### config.mk
export PLATFORM = sky130hd
export DESIGN_NAME = lite_cfg_master
export DESIGN_NICKNAME = d
export VERILOG_FILES = /design/src/rtl/lite_cfg_pkg.sv /design/src/rtl/lite_poll_ctr.sv /design/src/rtl/lite_cfg_master.sv
export SDC_FILE = /design/constraint.sdc
export NUM_CORES = 1
export LEC_CHECK = 0
export BUFFER_PORTS_ARGS = -buffer_cell sky130_fd_sc_hd__clkbuf_2
export CAP_MARGIN = 20
export CORE_ASPECT_RATIO = 2
export CORE_MARGIN = 3
export CORE_UTILIZATION = 42
export CTS_CLUSTER_SIZE = 40
export DETAILED_ROUTE_END_ITERATION = 12
export GPL_TIMING_DRIVEN = 0
export PLACE_DENSITY_LB_ADDON = 0.08
export SLEW_MARGIN = 10
export SYNTH_ARGS = -nofsm -noshare
export SYNTH_HDL_FRONTEND = slang
export SYNTH_HIERARCHICAL = 1
export SYNTH_SLANG_ARGS = --single-unit
### constraint.sdc
create_clock -name M_AXI_ACLK -period 1.56 [get_ports M_AXI_ACLK]
set_input_delay 0.078 -clock M_AXI_ACLK [delete_from_list [all_inputs] [get_ports M_AXI_ACLK]]
set_output_delay 0.078 -clock M_AXI_ACLK [all_outputs]
set_load 0.02 [all_outputs]
### src/rtl/lite_cfg_pkg.sv
`default_nettype none
// +----------------------------------------------------------------------------+
// | Module   : lite_cfg_pkg                                                    |
// | Purpose  : Shared definitions for the AXI4-Lite configuration initiator:   |
// |            FSM state encoding, AXI response codes, accelerator register    |
// |            map and a counter-width helper.                                 |
// | Ports    : none (package)                                                  |
// | Options  : LITE_CFG_POLL_EN (consumed by lite_cfg_master)                  |
// | Revision : 1.0 - initial release                                           |
// +----------------------------------------------------------------------------+
package lite_cfg_pkg;

  typedef enum logic [2:0] {
    S_IDLE      = 3'd0,
    S_WR        = 3'd1,
    S_WR_RESP   = 3'd2,
    S_RD_ADDR   = 3'd3,
    S_RD_DATA   = 3'd4,
    S_POLL_WAIT = 3'd5,
    S_RSP       = 3'd6
  } state_t;

  // AXI response codes
  localparam logic [1:0] RESP_OKAY   = 2'b00;
  localparam logic [1:0] RESP_SLVERR = 2'b10;

  // Write strobe: every access is a full 32-bit word
  localparam logic [3:0] WSTRB_ALL = 4'hf;

  // Accelerator control-slave register map (byte offsets)
  localparam logic [11:0] REG_CTRL    = 12'h000;
  localparam logic [11:0] REG_SAMPLE  = 12'h004;
  localparam logic [11:0] REG_OUT_CH  = 12'h008;
  localparam logic [11:0] REG_KERNEL  = 12'h00C;
  localparam logic [11:0] REG_SRC_MAX = 12'h010;
  localparam logic [11:0] REG_DST_MAX = 12'h014;

  // CTRL register bit positions
  localparam int CTRL_MATW_BIT = 0;
  localparam int CTRL_RUN_BIT  = 1;
  localparam int CTRL_LAST_BIT = 2;

  // Bits needed to hold the value max_val without wrapping (at least 1)
  function automatic int cnt_width(input int max_val);
    return (max_val < 1) ? 1 : $clog2(max_val + 1);
  endfunction

endpackage
`default_nettype wire

### src/rtl/lite_poll_ctr.sv
`default_nettype none
// +----------------------------------------------------------------------------+
// | Module   : lite_poll_ctr                                                   |
// | Purpose  : Gap and attempt counters for poll commands.                     |
// |            gap_done pulses on the last of POLL_GAP cycles spent with       |
// |            gap_run high; at_max flags that POLL_MAX retries are used up.   |
// | Ports    : clk, rst_n (sync active-low)                                    |
// |            clear       - zero the attempt counter (new command)            |
// |            gap_run     - master is in its inter-poll wait state            |
// |            attempt_inc - one more retry is being started                   |
// |            gap_done    - wait period complete                              |
// |            at_max      - attempt counter equals POLL_MAX                   |
// | Options  : only instantiated when LITE_CFG_POLL_EN is defined              |
// | Revision : 1.0 - initial release                                           |
// +----------------------------------------------------------------------------+
module lite_poll_ctr
  import lite_cfg_pkg::*;
#(
  parameter int POLL_GAP = 4,
  parameter int POLL_MAX = 1023
) (
  input  logic clk,
  input  logic rst_n,
  input  logic clear,
  input  logic gap_run,
  input  logic attempt_inc,
  output logic gap_done,
  output logic at_max
);

  localparam int GAP_W = cnt_width(POLL_GAP);
  localparam int ATT_W = cnt_width(POLL_MAX);

  logic [GAP_W-1:0] r_gap_cnt;
  logic [ATT_W-1:0] r_attempt;

  always_ff @(posedge clk) begin
    if (!rst_n) begin
      r_gap_cnt <= '0;
      r_attempt <= '0;
    end else begin
      // Gap counter restarts from zero every time the wait state is entered
      if (gap_run) r_gap_cnt <= r_gap_cnt + 1'b1;
      else         r_gap_cnt <= '0;

      if (clear)            r_attempt <= '0;
      else if (attempt_inc) r_attempt <= r_attempt + 1'b1;
    end
  end

  assign gap_done = gap_run && (r_gap_cnt == GAP_W'(POLL_GAP - 1));
  assign at_max   = (r_attempt == ATT_W'(POLL_MAX));

endmodule
`default_nettype wire

### src/rtl/lite_cfg_master.sv
`default_nettype none
// +----------------------------------------------------------------------------+
// | Module   : lite_cfg_master                                                 |
// | Purpose  : AXI4-Lite initiator issuing single-beat register reads/writes   |
// |            from a valid/ready command port, with an optional poll command  |
// |            that re-reads a register until (RDATA & mask) == (match & mask).|
// | Ports    : M_AXI_ACLK, M_AXI_ARESETN (sync active-low)                     |
// |            cmd_*  - command in  (write / read / poll, addr, data, mask)    |
// |            rsp_*  - response out (data, resp, timeout)                     |
// |            busy   - transaction in progress                                |
// |            M_AXI_* - AXI4-Lite master AW/W/B/AR/R channels                 |
// | Options  : LITE_CFG_POLL_EN - build poll support; when undefined, poll     |
// |            commands run as plain reads and rsp_timeout is tied low.        |
// | Revision : 1.0 - initial release                                           |
// +----------------------------------------------------------------------------+
module lite_cfg_master
  import lite_cfg_pkg::*;
#(
  parameter int ADDR_W   = 12,
  parameter int POLL_GAP = 4,
  parameter int POLL_MAX = 1023
) (
  input  logic              M_AXI_ACLK,
  input  logic              M_AXI_ARESETN,
  // command port
  input  logic              cmd_valid,
  output logic              cmd_ready,
  input  logic              cmd_write,
  input  logic              cmd_poll,
  input  logic [ADDR_W-1:0] cmd_addr,
  input  logic [31:0]       cmd_data,
  input  logic [31:0]       cmd_mask,
  // response port
  output logic              rsp_valid,
  input  logic              rsp_ready,
  output logic [31:0]       rsp_data,
  output logic [1:0]        rsp_resp,
  output logic              rsp_timeout,
  output logic              busy,
  // AXI4-Lite write address / data / response
  output logic [31:0]       M_AXI_AWADDR,
  output logic              M_AXI_AWVALID,
  input  logic              M_AXI_AWREADY,
  output logic [31:0]       M_AXI_WDATA,
  output logic [3:0]        M_AXI_WSTRB,
  output logic              M_AXI_WVALID,
  input  logic              M_AXI_WREADY,
  input  logic [1:0]        M_AXI_BRESP,
  input  logic              M_AXI_BVALID,
  output logic              M_AXI_BREADY,
  // AXI4-Lite read address / data
  output logic [31:0]       M_AXI_ARADDR,
  output logic              M_AXI_ARVALID,
  input  logic              M_AXI_ARREADY,
  input  logic [31:0]       M_AXI_RDATA,
  input  logic [1:0]        M_AXI_RRESP,
  input  logic              M_AXI_RVALID,
  output logic              M_AXI_RREADY
);

  state_t      r_state;
  logic        r_cmd_ready;
  logic [31:0] r_addr;
  logic [31:0] r_wdata;     // write data, or the match value for a poll
  logic        r_aw_valid;
  logic        r_w_valid;
  logic        r_b_ready;
  logic        r_ar_valid;
  logic        r_r_ready;
  logic        r_rsp_valid;
  logic [31:0] r_rsp_data;
  logic [1:0]  r_rsp_resp;
  logic        r_rsp_timeout;

  // A channel counts as done once its valid has dropped or it handshakes now
  logic w_aw_done;
  logic w_w_done;
  assign w_aw_done = !r_aw_valid || M_AXI_AWREADY;
  assign w_w_done  = !r_w_valid  || M_AXI_WREADY;

`ifdef LITE_CFG_POLL_EN
  logic        r_poll;
  logic [31:0] r_mask;
  logic        w_match;
  logic        w_poll_again;
  logic        w_gap_done;
  logic        w_at_max;
  logic        w_ctr_clear;
  logic        w_gap_run;
  logic        w_attempt_inc;

  assign w_match       = ((M_AXI_RDATA & r_mask) == (r_wdata & r_mask));
  // An error response ends the poll immediately, matching or not
  assign w_poll_again  = r_poll && !w_match && (M_AXI_RRESP == RESP_OKAY);
  assign w_ctr_clear   = (r_state == S_IDLE);
  assign w_gap_run     = (r_state == S_POLL_WAIT);
  assign w_attempt_inc = (r_state == S_RD_DATA) && M_AXI_RVALID && w_poll_again && !w_at_max;

  lite_poll_ctr #(
    .POLL_GAP (POLL_GAP),
    .POLL_MAX (POLL_MAX)
  ) u_poll_ctr (
    .clk         (M_AXI_ACLK),
    .rst_n       (M_AXI_ARESETN),
    .clear       (w_ctr_clear),
    .gap_run     (w_gap_run),
    .attempt_inc (w_attempt_inc),
    .gap_done    (w_gap_done),
    .at_max      (w_at_max)
  );
`else
  // Poll inputs and poll parameters have no function in this build
  logic unused_poll;
  assign unused_poll = ^{cmd_poll, cmd_mask, POLL_GAP[0], POLL_MAX[0]};
`endif

  always_ff @(posedge M_AXI_ACLK) begin
    if (!M_AXI_ARESETN) begin
      r_state       <= S_IDLE;
      r_cmd_ready   <= 1'b0;
      r_addr        <= '0;
      r_wdata       <= '0;
      r_aw_valid    <= 1'b0;
      r_w_valid     <= 1'b0;
      r_b_ready     <= 1'b0;
      r_ar_valid    <= 1'b0;
      r_r_ready     <= 1'b0;
      r_rsp_valid   <= 1'b0;
      r_rsp_data    <= '0;
      r_rsp_resp    <= '0;
      r_rsp_timeout <= 1'b0;
`ifdef LITE_CFG_POLL_EN
      r_poll        <= 1'b0;
      r_mask        <= '0;
`endif
    end else begin
      case (r_state)
        S_IDLE: begin
          if (r_cmd_ready && cmd_valid) begin
            r_cmd_ready <= 1'b0;
            // Word-aligned, zero-extended address
            r_addr      <= 32'(cmd_addr) & ~32'h3;
            r_wdata     <= cmd_data;
`ifdef LITE_CFG_POLL_EN
            r_poll      <= cmd_poll && !cmd_write;
            r_mask      <= cmd_mask;
`endif
            if (cmd_write) begin
              r_aw_valid <= 1'b1;
              r_w_valid  <= 1'b1;
              r_state    <= S_WR;
            end else begin
              r_ar_valid <= 1'b1;
              r_state    <= S_RD_ADDR;
            end
          end else begin
            // Also raises cmd_ready on the first cycle out of reset
            r_cmd_ready <= 1'b1;
          end
        end

        S_WR: begin
          if (r_aw_valid && M_AXI_AWREADY) r_aw_valid <= 1'b0;
          if (r_w_valid  && M_AXI_WREADY)  r_w_valid  <= 1'b0;
          if (w_aw_done && w_w_done) begin
            r_b_ready <= 1'b1;
            r_state   <= S_WR_RESP;
          end
        end

        S_WR_RESP: begin
          if (M_AXI_BVALID) begin
            r_b_ready   <= 1'b0;
            r_rsp_resp  <= M_AXI_BRESP;
            r_rsp_data  <= '0;
            r_rsp_valid <= 1'b1;
            r_state     <= S_RSP;
          end
        end

        S_RD_ADDR: begin
          if (M_AXI_ARREADY) begin
            r_ar_valid <= 1'b0;
            r_r_ready  <= 1'b1;
            r_state    <= S_RD_DATA;
          end
        end

        S_RD_DATA: begin
          if (M_AXI_RVALID) begin
            r_r_ready  <= 1'b0;
            r_rsp_data <= M_AXI_RDATA;
            r_rsp_resp <= M_AXI_RRESP;
`ifdef LITE_CFG_POLL_EN
            if (!w_poll_again) begin
              r_rsp_valid <= 1'b1;
              r_state     <= S_RSP;
            end else if (w_at_max) begin
              r_rsp_timeout <= 1'b1;
              r_rsp_valid   <= 1'b1;
              r_state       <= S_RSP;
            end else begin
              r_state <= S_POLL_WAIT;
            end
`else
            r_rsp_valid <= 1'b1;
            r_state     <= S_RSP;
`endif
          end
        end

`ifdef LITE_CFG_POLL_EN
        S_POLL_WAIT: begin
          if (w_gap_done) begin
            r_ar_valid <= 1'b1;
            r_state    <= S_RD_ADDR;
          end
        end
`endif

        S_RSP: begin
          if (rsp_ready) begin
            r_rsp_valid   <= 1'b0;
            r_rsp_timeout <= 1'b0;
            r_cmd_ready   <= 1'b1;
            r_state       <= S_IDLE;
          end
        end

        default: begin
          r_aw_valid  <= 1'b0;
          r_w_valid   <= 1'b0;
          r_b_ready   <= 1'b0;
          r_ar_valid  <= 1'b0;
          r_r_ready   <= 1'b0;
          r_rsp_valid <= 1'b0;
          r_state     <= S_IDLE;
        end
      endcase
    end
  end

  assign cmd_ready     = r_cmd_ready;
  assign rsp_valid     = r_rsp_valid;
  assign rsp_data      = r_rsp_data;
  assign rsp_resp      = r_rsp_resp;
  assign rsp_timeout   = r_rsp_timeout;
  assign busy          = (r_state != S_IDLE);

  assign M_AXI_AWADDR  = r_addr;
  assign M_AXI_AWVALID = r_aw_valid;
  assign M_AXI_WDATA   = r_wdata;
  assign M_AXI_WSTRB   = WSTRB_ALL;
  assign M_AXI_WVALID  = r_w_valid;
  assign M_AXI_BREADY  = r_b_ready;
  assign M_AXI_ARADDR  = r_addr;
  assign M_AXI_ARVALID = r_ar_valid;
  assign M_AXI_RREADY  = r_r_ready;

endmodule
`default_nettype wire
* After elaboration in Yosys (flattened, before gate mapping)
Cells that the tools add are included.
Operators by class: reduce and logical (&&, ||, !) cells 27, equality and inequality tests 15, bitwise operators 5, muxes and demuxes 37
Operators by type and width (number):
- 32-bit 2-to-1 mux | 2
- 32-bit case mux with 2 select lines | 1
- 2-bit inequality test, second input constant | 10
- 3-bit 2-to-1 mux | 6
- 3-bit case mux with 6 select lines | 1
- 1-bit 2-to-1 mux | 16
- 4-bit AND reduction | 4
- 4-bit OR reduction | 4
- 1-bit case mux with 3 select lines | 5
- 3-bit AND reduction | 3
- 3-bit by 2-bit equality test with 1-bit output, second input constant | 2
- 3-bit equality test, second input constant | 2
- 2-bit 2-to-1 mux | 3
- 6-bit AND reduction | 1
- 1-bit inverter | 5
- 1-bit logical AND | 4
- 1-bit case mux with 4 select lines | 1
- 2-bit case mux with 2 select lines | 1
- 2-bit AND reduction | 2
- 2-bit nonzero test | 2
- 3-bit by 1-bit equality test with 1-bit output, second input constant | 1
- 3-bit logical NOT | 1
- 3-bit nonzero test | 1
- 3-bit OR reduction | 1
- other kinds (3) | 5
Storage, ports and cells: bits in registers 86, output and inout bits 143

* Depth between registers and ports, before layout
depth in word-level cells 5, mapped depth 6

* Worst setup path after synthesis
No wires, ideal clock.
kind flip-flop to flip-flop, start point reg r_cmd_ready, in the netlist cmd_ready, end point reg r_wdata[10], in the netlist M_AXI_WDATA[10], path buffers 2, cell stages (with the launch flop) 6, data arrival time 1.315 ns, slack 0.175 ns, clock period less this slack 1.385 ns, path through dfxtp_1 and2_1 clkbuf_1 clkbuf_1 nand3_1 a21oi_1
On the way: cells in the longest elaborated chain, start to end 2
Ends and longest elaborated chain:
- from (decl) | line lite_cfg_master.sv:62 | logic r_cmd_ready;
- from (signal assigned) | line lite_cfg_master.sv:120 | r_cmd_ready <= 1'b0;
- from (signal assigned) | line lite_cfg_master.sv:140 | r_cmd_ready <= 1'b0;
- from (signal assigned) | line lite_cfg_master.sv:158 | r_cmd_ready <= 1'b1;
- 1-bit logical AND | line lite_cfg_master.sv:139 | if (r_cmd_ready && cmd_valid) begin
- 2-bit AND reduction (no source line)
- to (signal assigned) | line lite_cfg_master.sv:143 | r_wdata <= cmd_data;
- to (decl) | line lite_cfg_master.sv:64 | logic [31:0] r_wdata;
Every way passes these cells. A chain may end at the register's enable or synchronous reset.

* Final worst setup path
start point reg r_state[0], end point out busy
On the way: cells in the longest elaborated chain, start to end 1
Ends and longest elaborated chain:
- from (decl) | line lite_cfg_master.sv:61 | state_t r_state;
- from (signal assigned) | line lite_cfg_master.sv:119 | r_state <= S_IDLE;
- from (signal assigned) | line lite_cfg_master.sv:151 | r_state <= S_WR;
- from (signal assigned) | line lite_cfg_master.sv:154 | r_state <= S_RD_ADDR;
- 3-bit nonzero test | line lite_cfg_master.sv:248 | assign busy = (r_state != S_IDLE);
- to (decl) | line lite_cfg_master.sv:39 | output logic busy,
Every way passes these cells.

==> results list <==
- The flow ran to the end, and the final reports show no timing, DRC or antenna violations.
- In this run the power density over the cells is 1070 nW/µm².
- The clock network accounts for 32.4% of the total power.
* Via-to-Cell Ratio: 5.07
- Post-route cell area: 6140 µm²
* Vias: 4524
- Unrepaired setup endpoints after global routing: yes
- Required @ worst endpoint: 1.48 ns
* Final Hold Violating Endpoints: 0
- Initial Utilization: 43.7%
- Yosys printed 6 warnings.
* Clock tree from TritonCTS: built
- Initial DRT Pass Iterations: 4
- For the worst-skew pair, the clock arrives at the later sink with an insertion delay of 0.34 ns.
* Slew of the pin with the lowest slew margin: 0.577 ns
* Share of post-route cells with drive strength above 1: 37.0%
- Clock-pin slew was measured on the worst setup and hold paths at 0.06 ns.
- The worst path uses 95.0% of the clock period.
* Endpoint kind of the worst setup timing path: output pin
- Number of max-cap violations: 0
* Final net count: 908
* Worst supply voltage drop on vdd: 0.000676 V
- WL met1: 4470 µm
* Maximum number of pins on one net before global-route repair: 16
- Data arrival time of the critical path: 1.40 ns
- Final number of max-transition violations: 0
- The via count of the first global-routing pass was 4363.
- Num CTS Buffers: 9
- STA classifies the critical path startpoint as a flip-flop.
- For this run, the share of the core covered by cells in the final layout is 67.2%.
* Met3 wire length: 935 µm
* Number of top-level pins: 266
- The worst pin sits at a relative slew slack of 61.6%.
- Broken down by cell family, the worst path's largest delay share belongs to buffers and inverters.
- The worst hold path belongs to the class input port to flip-flop.
- Worst-case setup margin in the final layout: 0.0774 ns
* Estimated wirelength of the detail-placed design: 9420 µm
- The placed instances occupy a cell area of 5200 µm².
* Highest cell delay on the worst timing path: 0.35 ns
- Number of port buffers: 180
- Drc violations: 0
- Global routing used 23.4% of the available tracks.
- After floorplanning, the core was divided into 49 placement rows.
- The critical path is of the flip-flop to output pin type.
* Sinks on the clock net: 86
* Post-Synthesis Cell Area: 3990 µm²
- Per report_power, the sequential group accounts for 37.5% of the total.
- The analysis attributes to net switching a power of 2.22 mW.
- The die covers 10800 µm².
- Across the routed clock network, the largest skew measured is 0.00723 ns.
* Routed len/inst: 14.5 µm
- For the finished layout, the period the worst path requires is 1.48 ns.
- The routed design has 12900 µm of wire.
- First-iteration detailed-routing DRC count: 227
- In the layout the commonest cells are sky130_fd_sc_hd__clkbuf_2 (195), sky130_fd_sc_hd__dfxtp_1 (84), sky130_fd_sc_hd__a21oi_1 (80).
- Cell breakdown of the critical path: nor3_4 -> inv_4 -> clkbuf_8 -> clkbuf_2
- Number of antenna cells inserted: 0
- The floorplan step defined a core boundary enclosing 9140 µm².
* Commonest non-fill, non-tap cell in the layout: sky130_fd_sc_hd__clkbuf_2
* Total buffers and inverters traversed by the critical path: 3
- Total of flip-flops plus latches after synthesis: 86
- Number of unique standard cell types used by synthesis: 42
- Antenna violations before repair: 0
- Final-report setup violation count: 0
- Root Buffer Master: sky130_fd_sc_hd__clkbuf_16
- The internal portion of the total power is 4.36 mW.
- Of all nets on the critical path, the largest fanout is 10.
- Mapped Avg Cell Area: 8.18 µm²
- Routed Antenna Nets: 0
- Combinational logic is responsible for 30.1% of the overall power.
- CTS H-tree lvls: 3
- The routed design uses 7230 µm of met2 wire.
- Net switching is 33.8% of the power.
- Based on the critical path, the design can be clocked at up to 0.674 GHz.
- Gr ovfl total: 0
- Compared with the post-synthesis result, the final layout area differs by 53.7%.
- OpenSTA, run right after detailed placement, puts the worst setup slack at -0.121 ns.
- Number of buffers on the longest clock path: 2
- The cell count after synthesis came out at 488.
* CP max-delay cell: sky130_fd_sc_hd__dfxtp_2
* Final RePlAce weighted congestion: 0.836
- Wire length of the first global-routing pass: 20000 µm
- Highest layer used for signal routing: met4
* Leakage power: 2.83 nW
- Die Y: 144 µm
- Sequential-to-total area share from yosys stat: 43.1%
* Horizontal extent of the die: 75.0 µm
==> worst reg2reg max path: stages, from the launching register on <==
cell and delay (ns):
sky130_fd_sc_hd__dfxtp_1 0.39, sky130_fd_sc_hd__buf_2 0.23, sky130_fd_sc_hd__nor3b_1 0.40, sky130_fd_sc_hd__mux2i_1 0.25
sky130_fd_sc_hd__a21oi_1 0.08
==> what timing repair did <==
item	4_1_cts	5_1_grt
endpoints found under the hold margin	59	0
hold buffers	59	0
resized for setup	9	29
setup endpoints to repair	53	66
pin swaps	1	1
buffers inserted	1	0
==> synthesized netlist by cell type, drive strengths merged <==
library cell	n	area [µm²]
clkbuf	36	138
nor2b	3	18.8
dfxtp	86	1720
nand4	33	206
o31a	2	17.5
and2	1	6.26
nor3	2	21.3
o211ai	1	7.51
and4b	1	10.0
a21bo	1	10.0
a211oi	3	22.5
mux2i	2	20.0
o21ai	47	235
o2bb2a	2	20.0
and2b	1	7.51
nand4bb	2	22.5
clkinv	2	7.51
inv	5	18.8
nand2	6	22.5
nand2b	3	18.8
or3	1	6.26
nand4b	1	8.76
nor2	4	15.0
o21a	2	15.0
and3	1	6.26
nor4bb	2	20.0
a2111oi	1	8.76
o32a	1	10.0
nand3b	1	7.51
a21oi	80	400
conb	2	7.51
buf	72	517
o31ai	2	15.0
a311oi	1	8.76
a31oi	2	12.5
nor3b	1	7.51
nand3	75	375
==> per-layer routing <==
layer	GRT usage, %	up-vias
met4	9.47	0
li1	-	2244
met2	44.0	179
met1	23.2	2074
met5	0	-
met3	6.23	27
==> cells by family after synthesis <==
kind of cell    Yosys count  synth area share (%)
mux                       2                 0.501
flops                    86                  43.1
simple gates            138                  19.5
compound gates          145                  19.6
other cells               2                 0.188
buf+inv                 115                  17.0
==> sequential cells by signal (all words and copies together), names as in the netlist <==
name	flops
rsp_resp	2
M_AXI_ARADDR	10
M_AXI_WVALID	1
M_AXI_RREADY	1
M_AXI_WDATA	32
r_state	3
rsp_valid	1
cmd_ready	1
M_AXI_BREADY	1
rsp_data	32
M_AXI_ARVALID	1
M_AXI_AWVALID	1
==> area by class of cell <==
class | count | area [µm²]
Fill cell | 782 | 3000
Multi-Input combinational cell | 334 | 1770
Sequential cell | 86 | 1720
Timing Repair Buffer | 240 | 1500
Buffer | 107 | 687
Clock buffer | 10 | 229
Tap cell | 102 | 128
Clock inverter | 6 | 72.6
Inverter | 7 | 28.8
==> power by group through the flow <==
stage	clock (mW)	sequential, mW	combinational, mW
global route	2.29	2.49	2.16
detailed placement	0	2.51	1.78
floorplan	0	2.67	1.05
global placement	0	2.50	1.76
CTS	2.18	2.47	1.95
finish	2.13	2.47	1.98
==> metrics by stage <==
step	total power [mW]	instances	hold slack (ns)	TNS [ns]
floorplan	3.72	535	0.226	0
global placement	4.27	817	0.317	-1.45
detailed placement	4.29	817	0.319	-2.62
CTS	6.59	893	0.000835	0
global route	6.93	892	0.0126	-0.00714
finish	6.58	892	0.00411	0
==> path summary, 6_finish.rpt <==
path,start,endpoint,slack [ns],cells past startpoint
worst min-delay path,M_AXI_RDATA[2],rsp_data[2],0.004,3
worst max register to register,r_state[2],rsp_resp[1],0.09,4
worst max-delay path,r_state[0],busy,0.08,4
worst min register to register,rsp_data[20],rsp_data[20],0.46,2
No activity file was read; power rests on OpenSTA's default activity.
